`src/rtl/sbh_pkg.sv`:
```
// Shared types and helpers for the Sign Bit Hiding coefficient-group analyser.
//   state_e        : analyser FSM states (LOAD collects beats, HOLD presents result)
//   sum_w()        : width of a CG abs-sum that cannot overflow
//   SBH_THRESH_DEF : default minimum last/first nonzero distance for hiding
package sbh_pkg;

  typedef enum logic {LOAD = 1'b0, HOLD = 1'b1} state_e;

  localparam int SBH_THRESH_DEF = 4;

  // Each |coef| fits in coeff_w unsigned bits; cg_size of them need log2 more.
  function automatic int sum_w(input int coeff_w, input int cg_size);
    return coeff_w + $clog2(cg_size);
  endfunction

endpackage

```
`src/rtl/sbh_lane_scan.sv`:
```
// Combinational per-beat scan of LANES coefficients.
//   coef_i   : LANES signed coefficients, lane k in coef_i[k]
//   sum_o    : sum of |coef| over the beat (unsigned, no wrap on most-negative)
//   any_nz_o : at least one lane nonzero
//   lo_o     : lowest nonzero lane index (0 when none)
//   hi_o     : highest nonzero lane index (0 when none)
module sbh_lane_scan #(
  parameter int COEFF_W = 16,
  parameter int LANES   = 1,
  parameter int LSUM_W  = COEFF_W + $clog2(LANES),
  parameter int LIDX_W  = (LANES > 1) ? $clog2(LANES) : 1
) (
  input  logic [LANES-1:0][COEFF_W-1:0] coef_i,
  output logic [LSUM_W-1:0]             sum_o,
  output logic                          any_nz_o,
  output logic [LIDX_W-1:0]             lo_o,
  output logic [LIDX_W-1:0]             hi_o
);

  logic [COEFF_W-1:0] mag;

  always_comb begin
    sum_o    = '0;
    any_nz_o = 1'b0;
    lo_o     = '0;
    hi_o     = '0;
    mag      = '0;
    // Magnitude is taken as unsigned, so -2^(W-1) maps to 2^(W-1).
    for (int k = 0; k < LANES; k++) begin
      mag   = coef_i[k][COEFF_W-1] ? (~coef_i[k] + COEFF_W'(1)) : coef_i[k];
      sum_o = sum_o + LSUM_W'(mag);
      if (|coef_i[k]) begin
        any_nz_o = 1'b1;
        hi_o     = LIDX_W'(k);   // last hit wins -> highest lane
      end
    end
    for (int k = LANES - 1; k >= 0; k--) begin
      if (|coef_i[k]) lo_o = LIDX_W'(k);   // last hit wins -> lowest lane
    end
  end

endmodule

```
`src/rtl/sbh_cg_analyzer.sv`:
```
// Coefficient-group analyser feeding SBH parity adjust. Accepts one CG in scan
// order, LANES coefficients per beat, and reports abs-sum, parity, first/last
// nonzero scan position and an all-zero flag.
// Optional macro SBH_CG_ANALYZER_FLAG_EN adds the sign-hiding eligibility flag;
// without it sbh_en is tied low and no distance logic is built.
//   clk, rst             : clock, synchronous active-high reset
//   in_valid/in_ready    : beat handshake, in_coef lane k = scan pos beat*LANES+k
//   out_valid/out_ready  : result handshake, result held until accepted
//   abs_sum, parity      : sum of |coef| over CG and its LSB
//   first_nz, last_nz    : lowest/highest nonzero scan index (0 for all-zero CG)
//   all_zero, sbh_en     : no nonzero coefficient / hiding eligible
module sbh_cg_analyzer
  import sbh_pkg::*;
#(
  parameter int  COEFF_W    = 16,
  parameter int  CG_SIZE    = 16,
  parameter int  LANES      = 1,
  parameter int  SBH_THRESH = SBH_THRESH_DEF,
  localparam int IDX_W      = $clog2(CG_SIZE),
  localparam int SUM_W      = sum_w(COEFF_W, CG_SIZE),
  localparam int BEATS      = CG_SIZE / LANES
) (
  input  logic                     clk,
  input  logic                     rst,
  input  logic                     in_valid,
  output logic                     in_ready,
  input  logic [LANES*COEFF_W-1:0] in_coef,
  output logic                     out_valid,
  input  logic                     out_ready,
  output logic [SUM_W-1:0]         abs_sum,
  output logic                     parity,
  output logic [IDX_W-1:0]         first_nz,
  output logic [IDX_W-1:0]         last_nz,
  output logic                     all_zero,
  output logic                     sbh_en
);

  localparam int BCNT_W = (BEATS > 1) ? $clog2(BEATS) : 1;
  localparam int LIDX_W = (LANES > 1) ? $clog2(LANES) : 1;
  localparam int LSUM_W = COEFF_W + $clog2(LANES);

  if (LANES < 1 || (CG_SIZE % LANES) != 0 || CG_SIZE < 4 || SBH_THRESH < 0) begin : g_param_err
    $error("sbh_cg_analyzer: illegal parameter combination");
  end

  state_e             state_q;
  logic [BCNT_W-1:0]  beat_cnt_q;
  logic [SUM_W-1:0]   acc_q, acc_d;
  logic [IDX_W-1:0]   first_q, first_d, last_q, last_d;
  logic               seen_nz_n_q, seen_nz_n_d;
  logic [SUM_W-1:0]   abs_sum_q;
  logic [IDX_W-1:0]   first_nz_q, last_nz_q;
  logic               all_zero_q;

  logic [LSUM_W-1:0]  lane_sum;
  logic               lane_any;
  logic [LIDX_W-1:0]  lane_lo, lane_hi;
  logic [IDX_W-1:0]   beat_base;
  logic               accept, last_beat;

  sbh_lane_scan #(.COEFF_W(COEFF_W), .LANES(LANES), .LSUM_W(LSUM_W), .LIDX_W(LIDX_W)) u_scan (
    .coef_i   (in_coef),
    .sum_o    (lane_sum),
    .any_nz_o (lane_any),
    .lo_o     (lane_lo),
    .hi_o     (lane_hi)
  );

  assign in_ready  = (state_q == LOAD);
  assign out_valid = (state_q == HOLD);
  assign accept    = in_valid && in_ready;
  assign last_beat = (beat_cnt_q == BCNT_W'(BEATS - 1));

  // Running values including the current beat; on the final beat these are the result.
  always_comb begin
    beat_base   = IDX_W'(int'(beat_cnt_q) * LANES);
    acc_d       = acc_q + SUM_W'(lane_sum);
    first_d     = first_q;
    last_d      = last_q;
    seen_nz_n_d = seen_nz_n_q;
    if (lane_any) begin
      if (seen_nz_n_q) first_d = beat_base + IDX_W'(lane_lo);
      last_d      = beat_base + IDX_W'(lane_hi);
      seen_nz_n_d = 1'b0;
    end
  end

`ifdef SBH_CG_ANALYZER_FLAG_EN
  logic sbh_en_q, sbh_en_d;
  assign sbh_en_d = !seen_nz_n_d && ((int'(last_d) - int'(first_d)) >= SBH_THRESH);
  assign sbh_en   = sbh_en_q;
  always_ff @(posedge clk) begin
    if (rst)                      sbh_en_q <= 1'b0;
    else if (accept && last_beat) sbh_en_q <= sbh_en_d;
  end
`else
  assign sbh_en = 1'b0;
`endif

  always_ff @(posedge clk) begin
    if (rst) begin
      state_q     <= LOAD;
      beat_cnt_q  <= '0;
      acc_q       <= '0;
      first_q     <= '0;
      last_q      <= '0;
      seen_nz_n_q <= 1'b1;
      abs_sum_q   <= '0;
      first_nz_q  <= '0;
      last_nz_q   <= '0;
      all_zero_q  <= 1'b1;
    end else begin
      case (state_q)
        LOAD: if (accept) begin
          acc_q       <= acc_d;
          first_q     <= first_d;
          last_q      <= last_d;
          seen_nz_n_q <= seen_nz_n_d;
          if (last_beat) begin
            abs_sum_q  <= acc_d;
            first_nz_q <= first_d;
            last_nz_q  <= last_d;
            all_zero_q <= seen_nz_n_d;
            beat_cnt_q <= '0;
            state_q    <= HOLD;
          end else begin
            beat_cnt_q <= beat_cnt_q + BCNT_W'(1);
          end
        end
        HOLD: if (out_ready) begin
          acc_q       <= '0;
          first_q     <= '0;
          last_q      <= '0;
          seen_nz_n_q <= 1'b1;
          state_q     <= LOAD;
        end
        default: state_q <= LOAD;
      endcase
    end
  end

  assign abs_sum  = abs_sum_q;
  assign parity   = abs_sum_q[0];
  assign first_nz = first_nz_q;
  assign last_nz  = last_nz_q;
  assign all_zero = all_zero_q;

endmodule

```
`config.mk`:
```
export PLATFORM = sky130hd
export DESIGN_NAME = sbh_cg_analyzer
export DESIGN_NICKNAME = d
export VERILOG_FILES = /design/src/rtl/sbh_pkg.sv /design/src/rtl/sbh_lane_scan.sv /design/src/rtl/sbh_cg_analyzer.sv
export SDC_FILE = /design/constraint.sdc
export NUM_CORES = 1
export LEC_CHECK = 0
export BUFFER_PORTS_ARGS = -buffer_cell sky130_fd_sc_hd__buf_2
export CAP_MARGIN = 25
export CORE_MARGIN = 8
export CORE_UTILIZATION = 55
export DETAILED_ROUTE_END_ITERATION = 10
export PLACE_DENSITY = 0.77
export SKIP_LAST_GASP = 1
export SLEW_MARGIN = 20
export SYNTH_ARGS = -nofsm -noshare
export SYNTH_HDL_FRONTEND = slang
export SYNTH_SLANG_ARGS = --single-unit
```
`constraint.sdc`:
```
create_clock -name clk -period 8.6 [get_ports clk]
set_input_delay 1.72 -clock clk [delete_from_list [all_inputs] [get_ports clk]]
set_output_delay 1.72 -clock clk [all_outputs]
set_load 0.02 [all_outputs]
```
---- Word level (Yosys, flattened, before mapping) ----
Cells that the tools add are included.
storage, ports and cells
  input port bits ......................... 20
  word-level logic and storage cells ...... 45
  output and inout port bits .............. 33
  flip-flop bits (word level) ............. 63
cells by class
  reduce and logical (&&, ||, !) cells .... 5
  add/sub/neg operators ................... 3
  bitwise logic cells ..................... 2
  multiplexer cells ....................... 22
  equality and inequality tests ........... 3
operator list
  operator                                                         count
  20-bit two-way mux                                               2
  20-bit one-hot mux with 2 select lines                           1
  4-bit two-way mux                                                7
  20-bit by 16-bit adder with 20-bit output                        1
  16-bit by 1-bit adder with 16-bit output, second input constant  1
  16-bit two-way mux                                               1
  16-bit NOT                                                       1
  4-bit one-hot mux with 2 select lines                            2
  16-bit OR reduction                                              1
  1-bit two-way mux                                                7
  4-bit by 1-bit adder with 4-bit output, second input constant    1
  4-bit equality test, second input constant                       1
  1-bit one-hot mux with 2 select lines                            2
  2-bit AND reduction                                              2
  3-bit AND reduction                                              1
  2-bit by 1-bit != test with 1-bit output, second input constant  1
  2-bit != test, second input constant                             1
  1-bit logical AND                                                1
  1-bit NOT                                                        1

---- Depth between registers and ports, before layout ----
Gate-level depths: netlist of the first run.
  word-level depth ........................ 6
  mapped depth ............................ 14
  depth with buffers taken out ............ 14

---- Modules after synthesis ----
Synthesis of the first run repeated with hierarchy kept, for this count alone.
second synthesis, totals
  cell total of the unflattened synthesis .. 452
  area total of the unflattened synthesis .. 3799.9 um^2
modules (own cells, without submodules)
  module           area an instance (um^2)  times used  cells an instance
  sbh_cg_analyzer  3369.5                   1           398
  sbh_lane_scan    430.4                    1           54

---- Worst setup path after synthesis of the first run ----
No wires, ideal clock.
  path type ............................... input to register
  start point ............................. input port in_coef[1]
  end point ............................... register abs_sum_q[17] (netlist: abs_sum[17])
  arrival ................................. 4.465 ns
  slack ................................... 4.034 ns
  data required time ...................... 8.499 ns
  library setup time ...................... 0.101 ns
  stages .................................. 14
  path through ............................ inv_1 -> ha_1 -> nor2b_1 -> nand3_1 -> o41ai_1 -> xnor2_1 -> ha_1 -> a21oi_1 -> nand2_1 -> or3_1 -> o22ai_2 -> o22ai_1 -> and2_1 -> o41ai_1
on the way
  word-level cells in the longest chain between the ends .. 4
RTL lines
  what                                           line                    text
  from (decl)                                    sbh_cg_analyzer.sv:27   input logic [LANES*COEFF_W-1:0] in_coef,
  16-bit NOT                                     sbh_lane_scan.sv:30     mag = coef_i[k][COEFF_W-1] ? (~coef_i[k] + COEFF_W'(1)) : coef_i[k];
  16-bit by 1-bit adder with 16-bit output       sbh_lane_scan.sv:30
  16-bit two-way mux (*)                         sbh_lane_scan.sv:30
  20-bit by 16-bit adder with 20-bit output (*)  sbh_cg_analyzer.sv:77   acc_d = acc_q + SUM_W'(lane_sum);
  to (signal assigned)                           sbh_cg_analyzer.sv:108  abs_sum_q <= '0;
  to (signal assigned)                           sbh_cg_analyzer.sv:120  abs_sum_q <= acc_d;
  to (decl)                                      sbh_cg_analyzer.sv:51   logic [SUM_W-1:0] abs_sum_q;
Every way passes the cells marked *; elsewhere a longest branch is shown, timed or not.
A chain may end at the register's enable or synchronous reset.

---- Worst setup path after layout of the first run ----
  start point ............................. input port in_coef[3]
  end point ............................... register abs_sum_q[18] (netlist: abs_sum[18])
Same word-level chain as after synthesis.

==> Implementation_results.wiki, run 1 <==
{| class="wikitable"
! Metric !! Value
|-
| Worst VDD drop || 0.000113 V
|-
| GRT overflow || 0
|-
| Relative contribution of combinational cells to total power || approximately 27%
|-
| Internal power of the cells || 501 uW
|-
| Total net switching power || 242 uW
|-
| Met1 routed wirelength after detailed routing || 3730 um
|-
| Total of flip-flops plus latches after synthesis || 63
|-
| CTS tree || built
|-
| Maximum clock frequency || between 0.2 and 0.25 GHz
|-
| Relative contribution of the clock network to total power || between 20 and 30%
|-
| EDFF count, synth || 0
|-
| Worst hold path class || reg -> reg
|-
| Slew at the pin closest to its max-slew limit || 698 ps
|-
| Highest-delay cell along the critical path || sky130_fd_sc_hd__a311oi_4
|-
| Die Y-Extent || a little under 100 um
|-
| Number of CTS-inserted buffers || 9
|-
| Worst hold-check slack || 456 ps
|-
| WL per Instance || around 15 um
|-
| Maximum capacitance violations || 0
|-
| Max Fanout on Critical Path || 8
|-
| Library cell with the largest summed area after synthesis || sky130_fd_sc_hd__dfxtp_1
|-
| Post-route fraction of the period consumed by the critical path || 55.0%
|-
| Net count of the mapped netlist || 465
|-
| Ant diodes || 0
|-
| Detailed placer's ending HPWL || 6110 um
|-
| Chain of cells forming the critical path || buf_2 -> nor3_1 -> nand3_1 -> or3_1 -> o31ai_1 -> xnor2_1 -> ha_1 -> and2_1 -> nor2_1 -> o21ai_0 -> a31o_2 -> a311oi_4 -> o21ai_1 -> a311oi_1
|-
| Library cell used as clock root buffer || sky130_fd_sc_hd__clkbuf_8
|-
| Switching Fraction || 32.6%
|-
| Final worst clock skew || ~9.9 ps
|-
| Highest layer used for signal routing || met4
|-
| Total standard cell area after synthesis || 3560 sq um
|-
| Area Growth Syn to Fin || 12.4%
|-
| Deepest level of the CTS H-tree || 3
|-
| Final net count || ~500
|-
| Total wire length after detailed routing || 8330 um
|-
| Worst Path Class, Setup || in -> reg
|-
| Worst Setup Start Kind || input port
|-
| Cell area after placement || about 3800 sq um
|-
| Share of the synthesized area in the top cell type || between 30% and 40%
|-
| Shortest clock period the worst path allows after layout || 4730 ps
|-
| Max-slew headroom || a little over half
|-
| Endpoint of the worst hold path || abs_sum[4]
|-
| Synth async-reset ratio || 0%
|-
| Internal reg-to-reg setup slack || ~5800 ps
|-
| Number of gates given a new drive strength after cts || 0
|-
| Count of unresolved DRC violations after routing || 0
|-
| Clock Pin Slew Worst Setup and Hold Paths || 70 ps
|-
| Endpoint class of the critical path || flop
|-
| Count of mapped cells out of synthesis || about 430
|-
| Wire length on met3 || 544 um
|-
| Maximum number of pins on one net before global-route repair || 69
|-
| Share of the yosys chip area belonging to registers || 35.4%
|-
| First-pass GRT wire length || 14000 um
|-
| Post-Syn Area per Cell || roughly 8.4 sq um
|-
| Starting density of the core || 56.4%
|-
| Arrival time of data at the critical path endpoint || around 5000 ps
|-
| Longest individual stage delay on the worst path || 450 ps
|-
| Worst Min Path Start || abs_sum[4]
|-
| Remaining antenna violation count after routing || 0
|-
| Die Footprint || 9310 sq um
|-
| Pins over their slew limit || 0
|-
| Number of I/O port buffers || 51
|-
| DP Cell Count || 531
|-
| Reg2reg path depth || 9
|-
| Buf/Inv on CP || 1
|-
| Unrepaired setup endpoints after global routing || false
|-
| Sequential group share of total power || 43.1%
|-
| Yosys synthesis warning count || 0
|-
| Wire length on met2 || around 3900 um
|-
| Number of clock sinks || 63
|-
| Clock latency reported for the late side of the worst-skew pair || between 300 and 400 ps
|-
| Tot GR Track Use || 19.0%
|-
| Top area cells in the synthesized netlist || sky130_fd_sc_hd__dfxtp_1 (35%), sky130_fd_sc_hd__ha_1 (6.7%), sky130_fd_sc_hd__nand2_1 (6.0%), sky130_fd_sc_hd__xnor2_1 (5.2%), sky130_fd_sc_hd__nor2_1 (4.3%)
|-
| First-pass DRT Iterations || 4
|-
| Number of hold buffers added after cts || 0
|-
| Final-layout fill cell count || 571
|-
| Number of antenna violations at the first check in global routing || 0
|-
| Post-CTS setup-driven buffer insertion count || 0
|-
| Final Hold Fails || 0
|-
| Static leakage power || 0.00163 uW
|-
| Total power per unit cell area || 186 nW/um^2
|-
| Most used flip-flop cell after synthesis || sky130_fd_sc_hd__dfxtp_1
|-
| Iteration-0 DRC count of the detailed router || 204
|-
| Number of different library cells in the post-synthesis netlist || 61
|-
| Via Count || 3192
|-
| Cell family contributing the most delay on the critical path || compound AO/OA/AOI/OAI gates
|-
| Number of I/O pins || 53
|-
| Origin of the critical flop-to-flop path || acc_q[0]
|-
| Worst hold path cell count || 2
|-
| Run status || completed
|-
| Setup-violating endpoint count in the final report || 0
|-
| Die span in x || roughly 96 um
|-
| Setup_tns || 0 ps
|-
| Worst Path Required || just under 9000 ps
|-
| Std cell rows || 29
|-
| Routability Congestion || 0.928
|-
| Vias in the first global route || 3052
|-
| Fraction of final layout cells with drive strength greater than 1 || 17.2%
|-
| Maximum clock path buffer count || 2
|-
| Post-route cell area || roughly 4000 sq um
|-
| Detailed-route vias per instance || 5.82
|-
| Layout Cells excl Fill || 548
|-
| Core ar. || 6310 sq um
|-
| Critical register-to-register path endpoint || abs_sum[18]
|}
Yosys cell counts (all sizes together), types with 2 or more instances:
cell type and instances:
o21ai 18, a21o 5, nor4b 2, or4 5
xnor2 21, and2 4, mux2i 8, nor2 41
nor4 2, inv 8, a21oi 30, nor2b 6
dfxtp 63, buf 8, o211ai 2, o31ai 3
nand3 9, nand2 57, o41ai 3, o22ai 3
nand4 5, xor2 8, nand2b 3, nor3b 2
a32oi 4, ha 19, a211o 2, and3 3
or3 4, clkbuf 18, a31oi 5, nor3 11
nand3b 3, nand4b 3, a311oi 3, a22oi 14
a211oi 8, a221oi 2
worst max-delay path by stage:
stage / from / to / cells after the start
finish: in_coef[3] / abs_sum[18] / 14
global route: in_coef[3] / abs_sum[18] / 14
CTS: in_coef[3] / abs_sum[18] / 14
detailed placement: in_coef[3] / abs_sum[18] / 14
global placement: in_coef[3] / abs_sum[17] / 14
floorplan: in_coef[1] / abs_sum[17] / 14
layout by cell type, fill, tap and decap left out, types with 5 or more instances in the layout:
cell type	n
sky130_fd_sc_hd__o21ai_0	15
sky130_fd_sc_hd__nand2_1	57
sky130_fd_sc_hd__nand4_1	5
sky130_fd_sc_hd__ha_1	19
sky130_fd_sc_hd__xor2_1	8
sky130_fd_sc_hd__nand3_1	9
sky130_fd_sc_hd__dfxtp_1	63
sky130_fd_sc_hd__a22oi_1	14
sky130_fd_sc_hd__xnor2_1	21
sky130_fd_sc_hd__a211oi_1	8
sky130_fd_sc_hd__inv_1	8
sky130_fd_sc_hd__nor2b_1	5
sky130_fd_sc_hd__nor3_1	11
sky130_fd_sc_hd__mux2i_1	8
sky130_fd_sc_hd__buf_2	51
sky130_fd_sc_hd__a31oi_1	5
sky130_fd_sc_hd__nor2_1	40
sky130_fd_sc_hd__a21o_1	5
sky130_fd_sc_hd__a21oi_1	30
sky130_fd_sc_hd__clkbuf_8	10
kinds of logic (layout without fill, tap and decap cells):
group / Yosys count / in the layout / share of synthesized area (%)
other: 1 / 1 / 0.105
XOR/XNOR: 29 / 29 / 7.13
AND/OR/NAND/NOR: 162 / 162 / 22.7
flip-flops: 63 / 63 / 35.4
adder cells (fa/ha/maj): 20 / 20 / 7.24
multiplexers: 8 / 8 / 2.25
buffers and inverters: 34 / 80 / 4.15
AO/OA/AOI/OAI: 108 / 108 / 21.0
sequential cells by signal (all words and copies together), names as in the netlist:
signal       flops
abs_sum         20
acc_q           20
all_zero         1
beat_cnt_q       4
first_nz         4
first_q          4
last_nz          4
last_q           4
out_valid        1
seen_nz_n_q      1
worst reg2reg max path: stages, from the launching register on:
cell and delay, ps:
sky130_fd_sc_hd__dfxtp_1 310, sky130_fd_sc_hd__ha_1 210, sky130_fd_sc_hd__fa_1 420, sky130_fd_sc_hd__a21o_1 220, sky130_fd_sc_hd__a221oi_2 310, sky130_fd_sc_hd__o21ai_2 120
sky130_fd_sc_hd__a31o_2 300, sky130_fd_sc_hd__a311oi_4 450, sky130_fd_sc_hd__o21ai_1 120, sky130_fd_sc_hd__a311oi_1 250
routing by layer:
layer  vias to the layer above  track usage, %
met2                        88            29.6
li1                       1604               -
met5                         -               0
met1                      1487            24.3
met4                         0            7.82
met3                        13            4.95
power by group through the flow:
stage                     clock, uW  combinational [uW]  sequential [uW]
final                           222                 201              320
after detailed placement          0                 198              327
after global placement            0                 192              326
after global routing            236                 224              322
after floorplan                   0                 157              322
after CTS                       224                 200              320
final cells by class:
type | count | area, sq um | share of cell area, %
Inverter | 8 | 30.0 | 0.750
Clock inverter | 3 | 18.8 | 0.469
Clock buffer | 13 | 149 | 3.72
Multi-Input combinational cell | 328 | 2150 | 53.8
Timing Repair Buffer | 56 | 293 | 7.31
Sequential cell | 63 | 1260 | 31.5
Tap cell | 77 | 96.3 | 2.41
metrics by stage:
step	power, uW	util (%)	worst slack, ps
floorplan	479	-	4030
global placement	519	60.6	3680
detailed placement	525	60.6	3550
CTS	745	63.3	3900
global route	782	63.4	3530
finish	743	63.4	3870
(Power assumes the default switching activity.)
==> run 2, diff against run 1 <==
- ABC_AREA: default -> 1
- clock period: 8.6 -> 4.9 ns (I/O delays scaled with it)
==> Implementation_results.wiki, run 2 <==
{| class="wikitable"
! Metric !! Value
|-
| Run status || completed (unchanged)
|-
| Library cell with the largest summed area after synthesis || sky130_fd_sc_hd__dfxtp_1 (unchanged)
|-
| Synth async-reset ratio || 0% (unchanged)
|-
| Library cell used as clock root buffer || sky130_fd_sc_hd__clkbuf_8 (unchanged)
|-
| Max-slew headroom || 36.2% (was 53.3%)
|-
| Number of hold buffers added after cts || 0 (unchanged)
|-
| Leading cell type in the layout, fill and taps excluded || sky130_fd_sc_hd__nand2_1 (was sky130_fd_sc_hd__dfxtp_1)
|-
| Most frequent cells in the layout || sky130_fd_sc_hd__nand2_1 (182), sky130_fd_sc_hd__dfxtp_1 (63), sky130_fd_sc_hd__inv_1 (54), sky130_fd_sc_hd__buf_2 (51), sky130_fd_sc_hd__a21oi_1 (44) (was sky130_fd_sc_hd__dfxtp_1 (63), sky130_fd_sc_hd__nand2_1 (57), sky130_fd_sc_hd__buf_2 (51), sky130_fd_sc_hd__nor2_1 (40), sky130_fd_sc_hd__a21oi_1 (30))
|-
| Share of the synthesized area in the top cell type || 32.9% (was 35.4%)
|-
| WL per Instance || 14.4 um (was 15.2 um)
|-
| Number of I/O port buffers || 51 (unchanged)
|-
| Chain of cells forming the critical path || buf_2 -> nor3_1 -> nand2_1 -> nor2_1 -> nand3_1 -> nand2_1 -> o21ai_0 -> xor2_1 -> ha_1 -> nand2_1 -> inv_1 -> nand2_1 -> nor2_1 -> nand3_1 -> nand3_1 -> nand2_1 -> nand3_1 -> a21oi_1 (was buf_2 -> nor3_1 -> nand3_1 -> or3_1 -> o31ai_1 -> xnor2_1 -> ha_1 -> and2_1 -> nor2_1 -> o21ai_0 -> a31o_2 -> a311oi_4 -> o21ai_1 -> a311oi_1)
|-
| Detailed-route vias per instance || 5.43 (was 5.82)
|-
| Maximum capacitance violations || 0 (unchanged)
|-
| Met1 routed wirelength after detailed routing || 4690 um (was 3730 um)
|-
| Number of I/O pins || 53 (unchanged)
|-
| Worst Path Class, Setup || in -> reg (unchanged)
|-
| Ant diodes || 0 (unchanged)
|-
| Final net count || 643 (was 506)
|-
| Area Growth Syn to Fin || 12.6% (was 12.4%)
|-
| Worst hold path class || reg -> reg (unchanged)
|-
| Switching Fraction || 32.6% (about the same)
|-
| Max Fanout on Critical Path || 6 (was 8)
|-
| Maximum clock path buffer count || 2 (unchanged)
|-
| Total net switching power || 487 uW (was 242 uW)
|-
| Cell type with the highest occurrence count on the critical path || sky130_fd_sc_hd__nand2_1
|-
| Power after layout || 1490 uW (was 743 uW)
|-
| Total power per unit cell area || 346 nW/um^2 (was 186 nW/um^2)
|-
| Total wire length after detailed routing || 9910 um (was 8330 um)
|-
| Internal power of the cells || 1010 uW (was 501 uW)
|-
| Iteration-0 DRC count of the detailed router || 159 (was 204)
|-
| Shortest clock period the worst path allows after layout || 3220 ps
|-
| Post-Syn Area per Cell || 6.87 sq um (was 8.38 sq um)
|-
| Die Y-Extent || 99.4 um (was 96.5 um)
|-
| GRT overflow || 0 (unchanged)
|-
| Deepest level of the CTS H-tree || 3 (unchanged)
|-
| Highest-delay cell along the critical path || sky130_fd_sc_hd__ha_1 (was sky130_fd_sc_hd__a311oi_4)
|-
| Worst hold-check slack || 450 ps (was 456 ps)
|-
| Starting density of the core || 56.7% (was 56.4%)
|-
| Die Footprint || 9890 sq um (was 9310 sq um)
|-
| Routability Congestion || 0.899 (was 0.928)
|-
| Yosys synthesis warning count || 0 (unchanged)
|-
| Pins over their slew limit || 0 (unchanged)
|-
| Remaining antenna violation count after routing || 0 (unchanged)
|-
| Clock Pin Slew Worst Setup and Hold Paths || 70 ps (about the same)
|-
| First-pass GRT wire length || 17000 um (was 14000 um)
|-
| Wire length on met2 || 4650 um (was 3910 um)
|-
| Origin of the critical flop-to-flop path || acc_q[0] (unchanged)
|-
| Total of flip-flops plus latches after synthesis || 63 (unchanged)
|-
| Count of mapped cells out of synthesis || 557 (was 425)
|-
| Maximum clock frequency || 0.310 GHz
|-
| Std cell rows || 30 (was 29)
|-
| Count of unresolved DRC violations after routing || 0 (unchanged)
|-
| Net count of the mapped netlist || 597 (was 465)
|-
| Final-layout fill cell count || 642 (was 571)
|-
| Setup-violating endpoint count in the final report || 0 (unchanged)
|-
| Arrival time of data at the critical path endpoint || 3420 ps (was 4980 ps)
|-
| Wire length on met3 || 492 um (was 544 um)
|-
| Core ar. || 6760 sq um (was 6310 sq um)
|-
| Via Count || 3737 (was 3192)
|-
| Final Hold Fails || 0 (unchanged)
|-
| Slew at the pin closest to its max-slew limit || 955 ps (was 698 ps)
|-
| Fin util || 63.8% (was 63.4%)
|-
| Clock latency reported for the late side of the worst-skew pair || 340 ps (about the same)
|-
| Layout Cells excl Fill || 688 (was 548)
|-
| Number of antenna violations at the first check in global routing || 0 (unchanged)
|-
| Setup_tns || 0 ps (unchanged)
|-
| Worst Path Required || 5100 ps (was 8850 ps)
|-
| Commonest cells post-synth || sky130_fd_sc_hd__nand2_1 (182), sky130_fd_sc_hd__dfxtp_1 (63), sky130_fd_sc_hd__inv_1 (54) (was sky130_fd_sc_hd__dfxtp_1 (63), sky130_fd_sc_hd__nand2_1 (57), sky130_fd_sc_hd__nor2_1 (41))
|-
| Post-route fraction of the period consumed by the critical path || approximately 66%
|-
| Number of CTS-inserted buffers || 9 (unchanged)
|-
| DP Cell Count || 672 (was 531)
|-
| Worst Setup Start Kind || input port (unchanged)
|-
| Static leakage power || 0.00214 uW (was 0.00163 uW)
|-
| First element of the critical path || in_coef[2] (was in_coef[3])
|-
| CTS tree || built (unchanged)
|-
| Relative contribution of the clock network to total power || 37.0% (was 29.8%)
|-
| EDFF count, synth || 0 (unchanged)
|-
| Unrepaired setup endpoints after global routing || false (unchanged)
|-
| Total standard cell area after synthesis || 3830 sq um (was 3560 sq um)
|-
| Sequential group share of total power || 37.4% (was 43.1%)
|-
| Die span in x || 99.4 um (was 96.5 um)
|-
| Maximum number of pins on one net before global-route repair || 31 (was 69)
|-
| Fraction of final layout cells with drive strength greater than 1 || 14.0% (was 17.2%)
|-
| First-pass DRT Iterations || 5 (was 4)
|-
| Number of different library cells in the post-synthesis netlist || 37 (was 61)
|-
| Highest layer used for signal routing || met4 (unchanged)
|-
| Worst Min Path Start || abs_sum[17] (was abs_sum[4])
|-
| Relative contribution of combinational cells to total power || 25.6% (was 27.1%)
|-
| Final worst clock skew || 4.28 ps (was 9.85 ps)
|-
| Most used flip-flop cell after synthesis || sky130_fd_sc_hd__dfxtp_1 (unchanged)
|-
| Number of gates given a new drive strength after cts || 0 (unchanged)
|-
| Dominant cell by count in the synthesized netlist || sky130_fd_sc_hd__nand2_1 (was sky130_fd_sc_hd__dfxtp_1)
|-
| Worst VDD drop || 0.000248 V (was 0.000113 V)
|-
| Detailed placer's ending HPWL || 7420 um (was 6110 um)
|-
| Share of the yosys chip area belonging to registers || 32.9% (was 35.4%)
|-
| Endpoint class of the critical path || flop (unchanged)
|-
| Post-CTS setup-driven buffer insertion count || 0 (unchanged)
|-
| Number of clock sinks || 63 (unchanged)
|-
| Vias in the first global route || 3665 (was 3052)
|-
| Longest individual stage delay on the worst path || 410 ps (was 450 ps)
|-
| Top area cells in the synthesized netlist || sky130_fd_sc_hd__dfxtp_1 (33%), sky130_fd_sc_hd__nand2_1 (18%), sky130_fd_sc_hd__ha_1 (6.2%), sky130_fd_sc_hd__a21oi_1 (5.8%), sky130_fd_sc_hd__nand3_1 (5.5%) (was sky130_fd_sc_hd__dfxtp_1 (35%), sky130_fd_sc_hd__ha_1 (6.7%), sky130_fd_sc_hd__nand2_1 (6.0%), sky130_fd_sc_hd__xnor2_1 (5.2%), sky130_fd_sc_hd__nor2_1 (4.3%))
|-
| Tot GR Track Use || 21.0% (was 19.0%)
|}
run 2: cell count changes in the layout (fill, tap and decap cells not counted), moves of 6 or more:
cell	delta
sky130_fd_sc_hd__a211oi_1	-8
sky130_fd_sc_hd__a21oi_1	+14
sky130_fd_sc_hd__a22o_1	+13
sky130_fd_sc_hd__a22oi_1	-14
sky130_fd_sc_hd__inv_1	+46
sky130_fd_sc_hd__mux2i_1	-7
sky130_fd_sc_hd__nand2_1	+125
sky130_fd_sc_hd__nand3_1	+33
sky130_fd_sc_hd__nor3_1	-6
sky130_fd_sc_hd__xnor2_1	-18
sky130_fd_sc_hd__xor2_1	+10
run 2: final cells by class:
type / instances / area (sq um) / share of cell area, %
flip-flops and latches: 63 / 1260 / 29.2
clock inverters: 6 / 109 / 2.52
inverters: 56 / 218 / 5.05
clock buffers: 10 / 128 / 2.96
multi-input cells: 420 / 2220 / 51.5
repair buffers: 53 / 278 / 6.44
well taps: 80 / 100 / 2.32
run 2: per-stage QoR:
step	cell area, sq um	setup slack, ps
floorplan	3830	1920
global placement	4060	1440
detailed placement	4080	1380
CTS	4310	1740
global route	4310	1370
finish	4310	1680
run 2: worst max-delay path: cells and delay by family:
kind / cells / cell delay (ps)
xor+xnor: 1 / 160
fa+ha+maj: 1 / 410
buf+inv: 2 / 200
compound gates: 2 / 160
simple gates: 12 / 1500
run 2: metal layers:
metal  vias up  track usage, %
li1       1893               -
met1      1742            26.3
met2        92            35.1
met3        10            5.10
met4         0            5.24
met5         -               0
run 2: power by group through the flow:
stage	logic [uW]	clock network (uW)	registers, uW
2_1_floorplan	292	0	562
3_3_place_gp	367	0	569
3_5_place_dp	372	0	569
4_1_cts	376	554	558
5_1_grt	432	577	561
6_report	382	552	559
run 2: path summary, 6_finish.rpt:
check,endpoint,slack [ps],depth (start not counted)
max,acc_q[19],1680,18
min,abs_sum[17],450,2
max reg2reg,acc_q[8],2770,11
min reg2reg,abs_sum[17],450,2
run 2: kinds of logic after synthesis:
logic type / synth area share (%)
AO/OA/AOI/OAI: 13.2
XOR/XNOR: 4.80
adder cells (fa/ha/maj): 6.73
buffers and inverters: 9.08
flip-flops: 32.9
multiplexers: 0.261
other: 0.0979
AND/OR/NAND/NOR: 32.8
